## src/rtl/button_frontend.sv

```systemverilog
// Per-channel push-button conditioner: two-flop synchronizer, debounce filter,
// press/release edge pulses and an auto-repeat "held" pulse generator.
module button_frontend #(
  parameter int NBTN          = 4,
  parameter int DB_CYCLES     = 16,
  parameter int HOLD_CYCLES   = 64,
  parameter int REPEAT_CYCLES = 16
) (
  input  logic            clk,
  input  logic            n_rst,
  input  logic [NBTN-1:0] raw_btn,
  output logic [NBTN-1:0] level,
  output logic [NBTN-1:0] pressed,
  output logic [NBTN-1:0] released,
  output logic [NBTN-1:0] held
);

  localparam int DBC_W  = $clog2(DB_CYCLES + 1);
  localparam int HC_MAX = (HOLD_CYCLES > REPEAT_CYCLES) ? HOLD_CYCLES : REPEAT_CYCLES;
  localparam int HC_W   = $clog2(HC_MAX + 1);

  localparam logic [DBC_W-1:0] DB_LAST   = DBC_W'(DB_CYCLES - 1);
  localparam logic [HC_W-1:0]  HOLD_LAST = HC_W'(HOLD_CYCLES - 1);
  localparam logic [HC_W-1:0]  REP_LAST  = HC_W'(REPEAT_CYCLES - 1);

  typedef enum logic [1:0] {
    IDLE,
    WAIT_HOLD,
    REPEAT
  } hold_state_t;

  genvar i;
  generate
    for (i = 0; i < NBTN; i++) begin : g_ch
      logic             s1;
      logic             s2;
      logic [DBC_W-1:0] dbc;
      logic [DBC_W-1:0] dbc_nxt;
      logic             lvl;
      logic             lvl_nxt;
      logic             prs;
      logic             rls;
      logic             hld;
      logic             hld_nxt;
      hold_state_t      st;
      hold_state_t      st_nxt;
      logic [HC_W-1:0]  hc;
      logic [HC_W-1:0]  hc_nxt;

      // Debounce: accept s2 only after DB_CYCLES consecutive disagreeing cycles.
      always_comb begin
        lvl_nxt = lvl;
        dbc_nxt = '0;
        if (s2 != lvl) begin
          if (dbc == DB_LAST) begin
            lvl_nxt = s2;
          end else begin
            dbc_nxt = dbc + 1'b1;
          end
        end
      end

      // Hold FSM runs off the level being registered this cycle, so a release
      // landing on a terminal count suppresses that held pulse.
      always_comb begin
        st_nxt  = st;
        hc_nxt  = hc;
        hld_nxt = 1'b0;
        if (!lvl_nxt) begin
          st_nxt = IDLE;
          hc_nxt = '0;
        end else begin
          case (st)
            IDLE: begin
              st_nxt = WAIT_HOLD;
              hc_nxt = '0;
            end
            WAIT_HOLD: begin
              if (hc == HOLD_LAST) begin
                hld_nxt = 1'b1;
                hc_nxt  = '0;
                st_nxt  = REPEAT;
              end else begin
                hc_nxt = hc + 1'b1;
              end
            end
            REPEAT: begin
              if (hc == REP_LAST) begin
                hld_nxt = 1'b1;
                hc_nxt  = '0;
              end else begin
                hc_nxt = hc + 1'b1;
              end
            end
            default: begin
              st_nxt = IDLE;
              hc_nxt = '0;
            end
          endcase
        end
      end

      always_ff @(posedge clk) begin
        if (n_rst) begin
          s1  <= 1'b0;
          s2  <= 1'b0;
          dbc <= '0;
          lvl <= 1'b0;
          prs <= 1'b0;
          rls <= 1'b0;
          hld <= 1'b0;
          st  <= IDLE;
          hc  <= '0;
        end else begin
          s1  <= raw_btn[i];
          s2  <= s1;
          dbc <= dbc_nxt;
          lvl <= lvl_nxt;
          prs <= lvl_nxt & ~lvl;
          rls <= ~lvl_nxt & lvl;
          hld <= hld_nxt;
          st  <= st_nxt;
          hc  <= hc_nxt;
        end
      end

      assign level[i]    = lvl;
      assign pressed[i]  = prs;
      assign released[i] = rls;
      assign held[i]     = hld;
    end
  endgenerate

endmodule

```

## config.mk

```make
export PLATFORM = sky130hd
export DESIGN_NAME = button_frontend
export DESIGN_NICKNAME = d
export VERILOG_FILES = /design/src/rtl/button_frontend.sv
export SDC_FILE = /design/constraint.sdc
export NUM_CORES = 1
export LEC_CHECK = 0
export ABC_AREA = 1
export ABC_CLOCK_PERIOD_IN_PS = 3400
export CORE_MARGIN = 2
export CORE_UTILIZATION = 60
export DETAILED_ROUTE_END_ITERATION = 10
export DONT_BUFFER_PORTS = 1
export PLACE_DENSITY = 0.85
export SYNTH_ARGS = -nofsm -noshare
export SYNTH_HDL_FRONTEND = slang
export SYNTH_SLANG_ARGS = --single-unit
```

## constraint.sdc

```tcl
create_clock -name clk -period 3.4 [get_ports clk]
set_input_delay 0 -clock clk [delete_from_list [all_inputs] [get_ports clk]]
set_output_delay 0 -clock clk [all_outputs]
set_load 0.1 [all_outputs]
```

==> impl_metrics.ini, run 1 <==
[timing]
setup_violations = 0
rsz0062_at_grt = no
worst_pin_slew_ps = 974
skew_ps = 8.95
relSlewSlack_pct = 35.0
hold_viol = 0
drv_slew = 0
fin_tns_setup_ps = 0
max_freq_ghz = 0.591
fin_crit_ps = 1690
period_share_pct = 49.7
whs_ps = 316

[synth]
synth_cells = 435
synth_nets = 465
ys_seq_area_share_pct = 45.3
synth.cell_area_um2 = 3540
synth_warnings = 0
ys_ff_latch = 80
synth_cell_types = 32
syn_avg_cell_area_um2 = 8.13

[clock_network]
clk_pin_slew_ps = 70
cts.sinks = 80
clkLatencyLatePin_ps = 340
clk_path_buf_depth = 2
cts-root-buf = clkbuf_8
cts_tree = yes
cts-buffers-inserted = 9
cts_max_level = 3

[routing]
remaining_drc_errors = 0
vias = 2521
drtIter0Drc = 98
ant_nets = 0
first_pass_iters = 4
routed_wl_um = 5410
vias_per_cell = 4.90
routedWlPerCell_um = 10.5

[setup_path]
required_ps = 3640
critPathMaxFanout = 6
crit_path_end_kind = register
startpoint_type = register
critPathKind = reg2reg
cp_data_arrival_time_ps = 1930

[worst_hold_path]
hold_path.class = in2reg

[floorplanning]
coreArea_um2 = 5610
die_h_um = 80.8
io_pins = 22
start_util_pct = 63.1
row_count = 27
fp.dieArea_um2 = 6530
die_w_um = 80.8

[power_and_ir_drop]
power_density_nw_per_um2 = 430
p_leak_nw = 1.49
power_mw = 1.62
peakVddDrop_v = 0.000241

[status]
outcome = finished, final reports clean

[layout]
n_fill_cell = 449
final_net_count = 468
fin_cells = 515
utilization_pct = 67.2
diodes = 0
area.growth.synth_to_final_pct = 6.54
drive_gt1_share_pct = 12.0

[global_route]
antenna_found_initial = 0
overflow = 0
grt_pass1_wl_um = 9700
grt_pass1_vias = 2451
grt_util_all_layers_pct = 19.0
grt_max_degree = 16

[placement]
dp_hpwl_um = 3990
routabilityCongestion = 0.849
placed_cells = 494
port_buffers = 0

[flow_run]
max_cap_viol_count = 0
==> cell usage after synthesis (all sizes together) <==
library cell  instances  area [um^2]
a31oi                 3         18.8
a21oi                16         80.1
ha                   24          300
xor2                 11         96.3
nor3                  7         40.0
nand3b                2         15.0
inv                  67          254
nand3                24          145
or2                   1         6.26
dfxtp                80         1600
o211ai                6         45.0
nor3b                 4         35.0
a21boi                2         15.0
o21ai                 6         41.3
nand4                 4         25.0
nand2                66          275
buf                  17          125
clkinv                2         8.75
nor2                 89          374
xnor2                 4         35.0
==> metrics by stage <==
| stage | cell area, um^2 | setup WS, ps |
|---|---|---|
| after CTS | 3770 | 1700 |
| after floorplan | 3540 | 1860 |
| final | 3770 | 1710 |
| after global placement | 3530 | 1800 |
| after global routing | 3770 | 1550 |
| after detailed placement | 3530 | 1720 |
==> where the power goes <==
group / switching, mW / internal, mW / leakage (nW)
logic: 0.0123 / 0.00769 / 0.742
registers: 0.00319 / 0.942 / 0.646
clock network: 0.324 / 0.332 / 0.0985
total: 0.339 / 1.28 / 1.49
==> layout make-up <==
| cell class | count | area, um^2 | area share (%) |
|---|---|---|---|
| inverters | 69 | 263 | 6.97 |
| multi-input cells | 269 | 1550 | 41.1 |
| clock buffers | 9 | 124 | 3.29 |
| flip-flops and latches | 80 | 1600 | 42.5 |
| repair buffers | 9 | 80.1 | 2.12 |
| well taps | 72 | 90.1 | 2.39 |
| clock inverters | 7 | 62.6 | 1.66 |
==> cells in the final DEF (no fill, tap or decap), types with 4 or more instances in the layout <==
cell	count
dfxtp_1	80
nor2_1	77
inv_1	64
nand2_1	57
ha_1	24
nand3_1	22
a21oi_1	16
xor2_1	11
nor2_2	10
clkbuf_8	9
nand2_2	8
o211ai_1	6
clkinv_2	6
nor3_1	6
dlygate4sd3_1	5
nand4_1	4
xnor2_1	4
buf_4	4
==> sequential cells by signal, summed over array words and instances (netlist names) <==
register  flops
g_ch.dbc     20
g_ch.hld      4
g_ch.s2       4
g_ch.s1       4
g_ch.hc      28
g_ch.lvl      4
g_ch.st       8
g_ch.rls      4
g_ch.prs      4
==> cells by family after synthesis <==
group	Yosys count	share of synthesized area, %
adder cells (fa/ha/maj)	24	8.49
buffers and inverters	86	11.0
AO/OA/AOI/OAI	33	5.66
flip-flops	80	45.3
XOR/XNOR	15	3.71
AND/OR/NAND/NOR	197	25.9
==> timing repair <==
action                                 4_1_cts  5_1_grt
endpoints found under the hold margin       44        0
hold buffers                                 5        0
gates resized for setup                      0        0
buffers inserted                             0        0
==> metal layers <==
layer	vias up	part of all wire [%]	GRT usage (%)
li1	1348	-	-
met1	1132	45	21.6
met2	30	50	34.2
met3	11	3.1	5.33
met4	0	2.0	6.61
met5	-	0	0
==> path summary, 6_finish.rpt <==
path              depth (start not counted)  slack (ps)                  endpoint                      start
setup reg to reg                         10        1710  g_ch[1].hc[5]$_SDFF_PP0_  g_ch[1].dbc[0]$_SDFF_PP0_
hold / removal                            3         320     g_ch[3].s1$_SDFF_PP0_                 raw_btn[3]
setup / recovery                         10        1710  g_ch[1].hc[5]$_SDFF_PP0_  g_ch[1].dbc[0]$_SDFF_PP0_
hold reg to reg                           2         400     g_ch[3].s2$_SDFF_PP0_      g_ch[3].s1$_SDFF_PP0_
==> critical path, cell delays in order, from the launching register on <==
cell	delay, ps
dfxtp_1	380
ha_1	180
nand2_1	70
nor2_1	100
ha_1	180
inv_1	50
or2_2	310
nand3_4	100
nor2_4	50
nand2_4	110
nor2_2	50
Power figures use the tool's default switching activity.
==> run 2, diff against run 1 <==
ABC_CLOCK_PERIOD_IN_PS = 1650   (was 3400)
clock period = 1.65 ns   (was 3.4 ns; I/O delays follow)
==> run 2 against run 1 <==
Sequential share of layout area fell by 2.6 points. First-iteration DRC count rose by 26%. Design area rose by 7.2%. Total power rose by 110%. Sequential power rose by 110%. Core utilization rose by 4.8 points. Clock skew rose by 4.5 ps. Global-route usage rose by 0.50 points. Die area did not move. Via count rose by 5.2%. Clock power rose by 120%. Critical endpoint is now g_ch[1].hc[6]$_SDFF_PP0_. Largest cell class is now multi-input combinational cells. Largest power group unchanged.
==> impl_metrics.ini, run 2 (synthesized netlist as in run 1, its figures left out) <==
[status]
outcome = finished, final reports clean

[routing]
first_pass_iters = 4
routed_wl_um = 6250
remaining_drc_errors = 0
ant_nets = 0
vias_per_cell = 4.92
drtIter0Drc = 123
vias = 2652
routedWlPerCell_um = 11.6

[worst_hold_path]
hold_path.class = in2reg
worstHoldStart = raw_btn[2]

[floorplanning]
die_h_um = 80.8
io_pins = 22
fp.dieArea_um2 = 6530
row_count = 27
coreArea_um2 = 5610
start_util_pct = 63.1
die_w_um = 80.8

[power_and_ir_drop]
combPwrFrac_pct = 1.4
swShare_pct = 21.4
power_density_nw_per_um2 = 850
clock_power_share_pct = 41.9
power_frac_seq_pct = 56.8
peakVddDrop_v = 0.000498
power_mw = 3.43
p_switching_mw = 0.733
p_leak_nw = 1.62
p_int_mw = 2.70

[timing]
drv_slew = 0
fin_crit_ps = 1590
setup_slack_ps = 57.1
relSlewSlack_pct = 49.2
setup_violations = 0
hold_viol = 0
skew_ps = 13.4
period_share_pct = 96.5
rsz0062_at_grt = yes
whs_ps = 296
max_freq_ghz = 0.628
worst_pin_slew_ps = 760

[clock_network]
clk_path_buf_depth = 2
clk_pin_slew_ps = 80
cts_max_level = 3
cts_tree = yes
cts-root-buf = clkbuf_8
cts.sinks = 80
clkLatencyLatePin_ps = 350
cts-buffers-inserted = 9

[global_route]
grt_max_degree = 16
grt_pass1_vias = 2431
grt_pass1_wl_um = 9890
overflow = 0
grt_util_all_layers_pct = 19.5
antenna_found_initial = 0

[placement]
routabilityCongestion = 0.896
pre_cts_ws_ps = 32.5
placed_cells = 507
port_buffers = 0
dp_hpwl_um = 4000

[layout]
top_regs = g_ch.hc: 28 flops, g_ch.dbc: 20 flops, g_ch.st: 8 flops
drive_gt1_share_pct = 21.4
utilization_pct = 72.0
final_cell_mix = nor2_1, dfxtp_1, inv_1
diodes = 0
area.growth.synth_to_final_pct = 14.2
fin_cells = 539
final_net_count = 492
largest_reg_flops = 28
top_register = g_ch.hc

[setup_path]
crit_start = g_ch[1].dbc[0]$_SDFF_PP0_
required_ps = 1900
critPathMaxFanout = 6
cp_data_arrival_time_ps = 1840
startpoint_type = register
critPathKind = reg2reg
crit_path_end_kind = register
r2r_start = g_ch[1].dbc[0]$_SDFF_PP0_

[flow_run]
max_cap_viol_count = 0
==> run 2: changes by cell type in the layout (fill, tap and decap cells not counted), sizes merged <==
| cell | delta |
|---|---|
| inv | +1 |
| clkinv | -3 |
| clkbuf | +2 |
| buf | +24 |
==> run 2: power by group through the flow <==
stage	Combinational [mW]	Sequential, mW	Clock (mW)
after floorplan	0.0235	1.99	0
after global placement	0.0255	1.99	0
after detailed placement	0.0258	1.99	0
after CTS	0.0424	1.95	1.47
after global routing	0.0533	1.95	1.54
final	0.0471	1.95	1.44
==> run 2: metrics by stage <==
| stage | area, um^2 | setup TNS [ps] |
|---|---|---|
| global route | 4040 | -338 |
| global placement | 3630 | 0 |
| CTS | 3890 | 0 |
| floorplan | 3540 | 0 |
| detailed placement | 3630 | 0 |
| finish | 4040 | 0 |
==> run 2: per-layer routing <==
metal | wire length (um) | global-route usage (%) | share of wire (%) | vias to the layer above
li1 | - | - | - | 1393
met1 | 2800 | 23.4 | 45 | 1192
met2 | 3080 | 32.9 | 49 | 53
met3 | 218 | 4.33 | 3.5 | 14
met4 | 150 | 9.83 | 2.4 | 0
met5 | 0 | 0 | 0 | -
==> run 2: area by class of cell <==
class / instances / area [um^2]
clock buffer: 11 / 141
sequential: 80 / 1610
clock inverter: 5 / 56.3
fill: 421 / 1570
tap: 72 / 90.1
multi-input combinational: 269 / 1620
timing repair buffer: 33 / 260
inverter: 69 / 264
==> run 2: worst paths after layout <==
check / to / slack, ps / cells past startpoint
worst max-delay path: g_ch[1].hc[6]$_SDFF_PP0_ / 60 / 10
worst min-delay path: g_ch[2].s1$_SDFF_PP0_ / 300 / 3
worst min register to register: g_ch[3].s2$_SDFF_PP0_ / 390 / 2
worst max register to register: g_ch[1].hc[6]$_SDFF_PP0_ / 60 / 10
==> run 2: repair_timing <==
item / 4_1_cts / 5_1_grt
buffers inserted: 1 / 10
endpoints found under the setup margin: 6 / 32
hold endpoints to repair: 47 / 0
resized for setup: 2 / 27
pin swaps: 0 / 17
hold buffers: 5 / 0
==> run 2: critical path, stage by stage (launching register included) <==
cell	delay, ps
dfxtp_2	360
ha_4	140
nand2_1	60
nor2_1	120
ha_2	200
inv_1	60
or2_4	250
nand3_4	90
nor2_4	60
nand2_4	120
nor2_2	50
==> run 3, diff against run 2 <==
BUFFER_PORTS_ARGS = -buffer_cell sky130_fd_sc_hd__buf_2   (was unset)
DONT_BUFFER_PORTS = unset   (was 1)
PLACE_DENSITY = 0.88   (was 0.85)
RECOVER_POWER = 100   (was unset)
SETUP_SLACK_MARGIN = 0.3   (was unset)
==> run 3 against run 2 <==
Via count up 4.8%. Worst setup slack worse by 12 ps. First-iteration DRC count down 44%. Critical path type unchanged. Largest cell class unchanged. Highest routed layer unchanged.
==> impl_metrics.ini, run 3 (synthesized netlist as in run 1, its figures left out) <==
[timing]
period_share_pct = 97.3
skew_ps = 6.46
hold_viol = 0
drv_slew = 0
fin_tns_setup_ps = 0
rsz0062_at_grt = yes
worst_pin_slew_ps = 593
setup_slack_ps = 45.1
setup_violations = 0
fin_crit_ps = 1600
relSlewSlack_pct = 60.3
max_freq_ghz = 0.623

[clock_network]
clkLatencyLatePin_ps = 350
clk_pin_slew_ps = 80
cts_max_level = 3
cts_tree = yes
cts.sinks = 80
cts-buffers-inserted = 9
clk_path_buf_depth = 2
cts-root-buf = clkbuf_8

[routing]
drtIter0Drc = 69
routedWlPerCell_um = 12.7
remaining_drc_errors = 0
vias = 2779
vias_per_cell = 5.02
first_pass_iters = 4
routed_wl_um = 7020
ant_nets = 0

[floorplanning]
die_h_um = 80.8
die_w_um = 80.8
coreArea_um2 = 5610
io_pins = 22
row_count = 27
fp.dieArea_um2 = 6530
start_util_pct = 63.1

[layout]
final_common_cell = dfxtp_1
finalInstanceArea_um2 = 4300
top_regs = g_ch.hc: 28 flops, g_ch.dbc: 20 flops, g_ch.st: 8 flops
diodes = 0
utilization_pct = 76.6
area.growth.synth_to_final_pct = 21.5
n_fill_cell = 369
final_net_count = 507
drive_gt1_share_pct = 30.1
top_register = g_ch.hc
final_cell_mix = dfxtp_1, nor2_1, inv_1
largest_reg_flops = 28

[power_and_ir_drop]
p_switching_mw = 0.710
p_int_mw = 2.85
combPwrFrac_pct = 1.5
power_density_nw_per_um2 = 829
p_leak_nw = 1.73
power_frac_seq_pct = 54.5
clock_power_share_pct = 43.9
peakVddDrop_v = 0.000730
swShare_pct = 19.9

[setup_path]
cp_data_arrival_time_ps = 1850
r2r_end = g_ch[1].hc[4]$_SDFF_PP0_
critPathMaxFanout = 6
endpoint = g_ch[1].hc[4]$_SDFF_PP0_
crit_start = g_ch[1].dbc[0]$_SDFF_PP0_
required_ps = 1890
rr_worst_depth = 10
r2r_start = g_ch[1].dbc[0]$_SDFF_PP0_
critPathKind = reg2reg
crit_path_end_kind = register
reg2reg_slack_ps = 50
startpoint_type = register

[global_route]
grt_pass1_vias = 2693
grt_util_all_layers_pct = 21.5
grt_use_met3_pct = 4.33
overflow = 0
antenna_found_initial = 0
use_met1_pct = 23.0
grt_pass1_wl_um = 10700
grt-busiest-layer = met2
grt_use_met2_pct = 39.0
grt_max_degree = 16

[status]
outcome = finished, final reports clean

[worst_hold_path]
hold_path.class = in2reg

[placement]
place_area_um2 = 3700
routabilityCongestion = 0.848
dp_hpwl_um = 4300
pre_cts_ws_ps = 99.9
port_buffers = 21

[flow_run]
max_cap_viol_count = 0
run 3: metal layers:
layer / up-vias / routed length, um
met5: - / 0
met4: 0 / 199
met3: 17 / 184
met2: 46 / 3630
met1: 1289 / 3000
li1: 1427 / -
run 3: worst max-delay path, cell delays in order, from the launching register on:
cell	delay, ps
dfxtp_1	390
ha_4	170
nand2_4	60
nor2_4	120
ha_4	160
inv_2	40
or2_4	240
nand3_4	80
nor2_4	50
nand2_4	130
nor2_2	60
run 3: power groups by stage:
stage / sequential, mW / combinational (mW) / clock (mW)
floorplan: 1.99 / 0.0240 / 0
CTS: 1.94 / 0.0517 / 1.57
finish: 1.94 / 0.0542 / 1.57
detailed placement: 1.99 / 0.0381 / 0
global route: 1.94 / 0.0601 / 1.64
global placement: 1.99 / 0.0366 / 0
run 3: timing repair:
action | in CTS | in global routing
setup endpoints to repair | 52 | 69
gates resized for setup | 16 | 36
endpoints found under the hold margin | 4 | 0
pin swaps | 18 | 21
buffers inserted | 14 | 9
hold buffers | 4 | 0
run 3: final cells by class:
class,count,area [um^2],share of cell area [%]
clock buffer,13,149,3.47
clock inverter,3,65.1,1.51
multi-input combinational,269,1780,41.4
timing repair buffer,48,332,7.72
tap,72,90.1,2.10
sequential,80,1620,37.7
inverter,69,263,6.12
run 3: how the worst min path moves through the flow:
stage / from / end / slack (ps) / cells after the start
finish: n_rst / g_ch[3].s2$_SDFF_PP0_ / 30 / 2
global route: n_rst / g_ch[3].s2$_SDFF_PP0_ / 50 / 2
CTS: n_rst / g_ch[3].s2$_SDFF_PP0_ / 20 / 2
global placement: raw_btn[3] / g_ch[3].s1$_SDFF_PP0_ / 210 / 3
detailed placement: raw_btn[3] / g_ch[3].s1$_SDFF_PP0_ / 210 / 3
floorplan: n_rst / g_ch[0].lvl$_SDFF_PP0_ / 80 / 1
run 3: stage by stage:
stage	std cells	power, mW	hold slack (ps)
floorplan	435	2.02	78.1
global placement	511	2.03	211
detailed placement	511	2.03	209
CTS	545	3.57	18.0
global route	554	3.65	45.4
finish	554	3.56	28.4
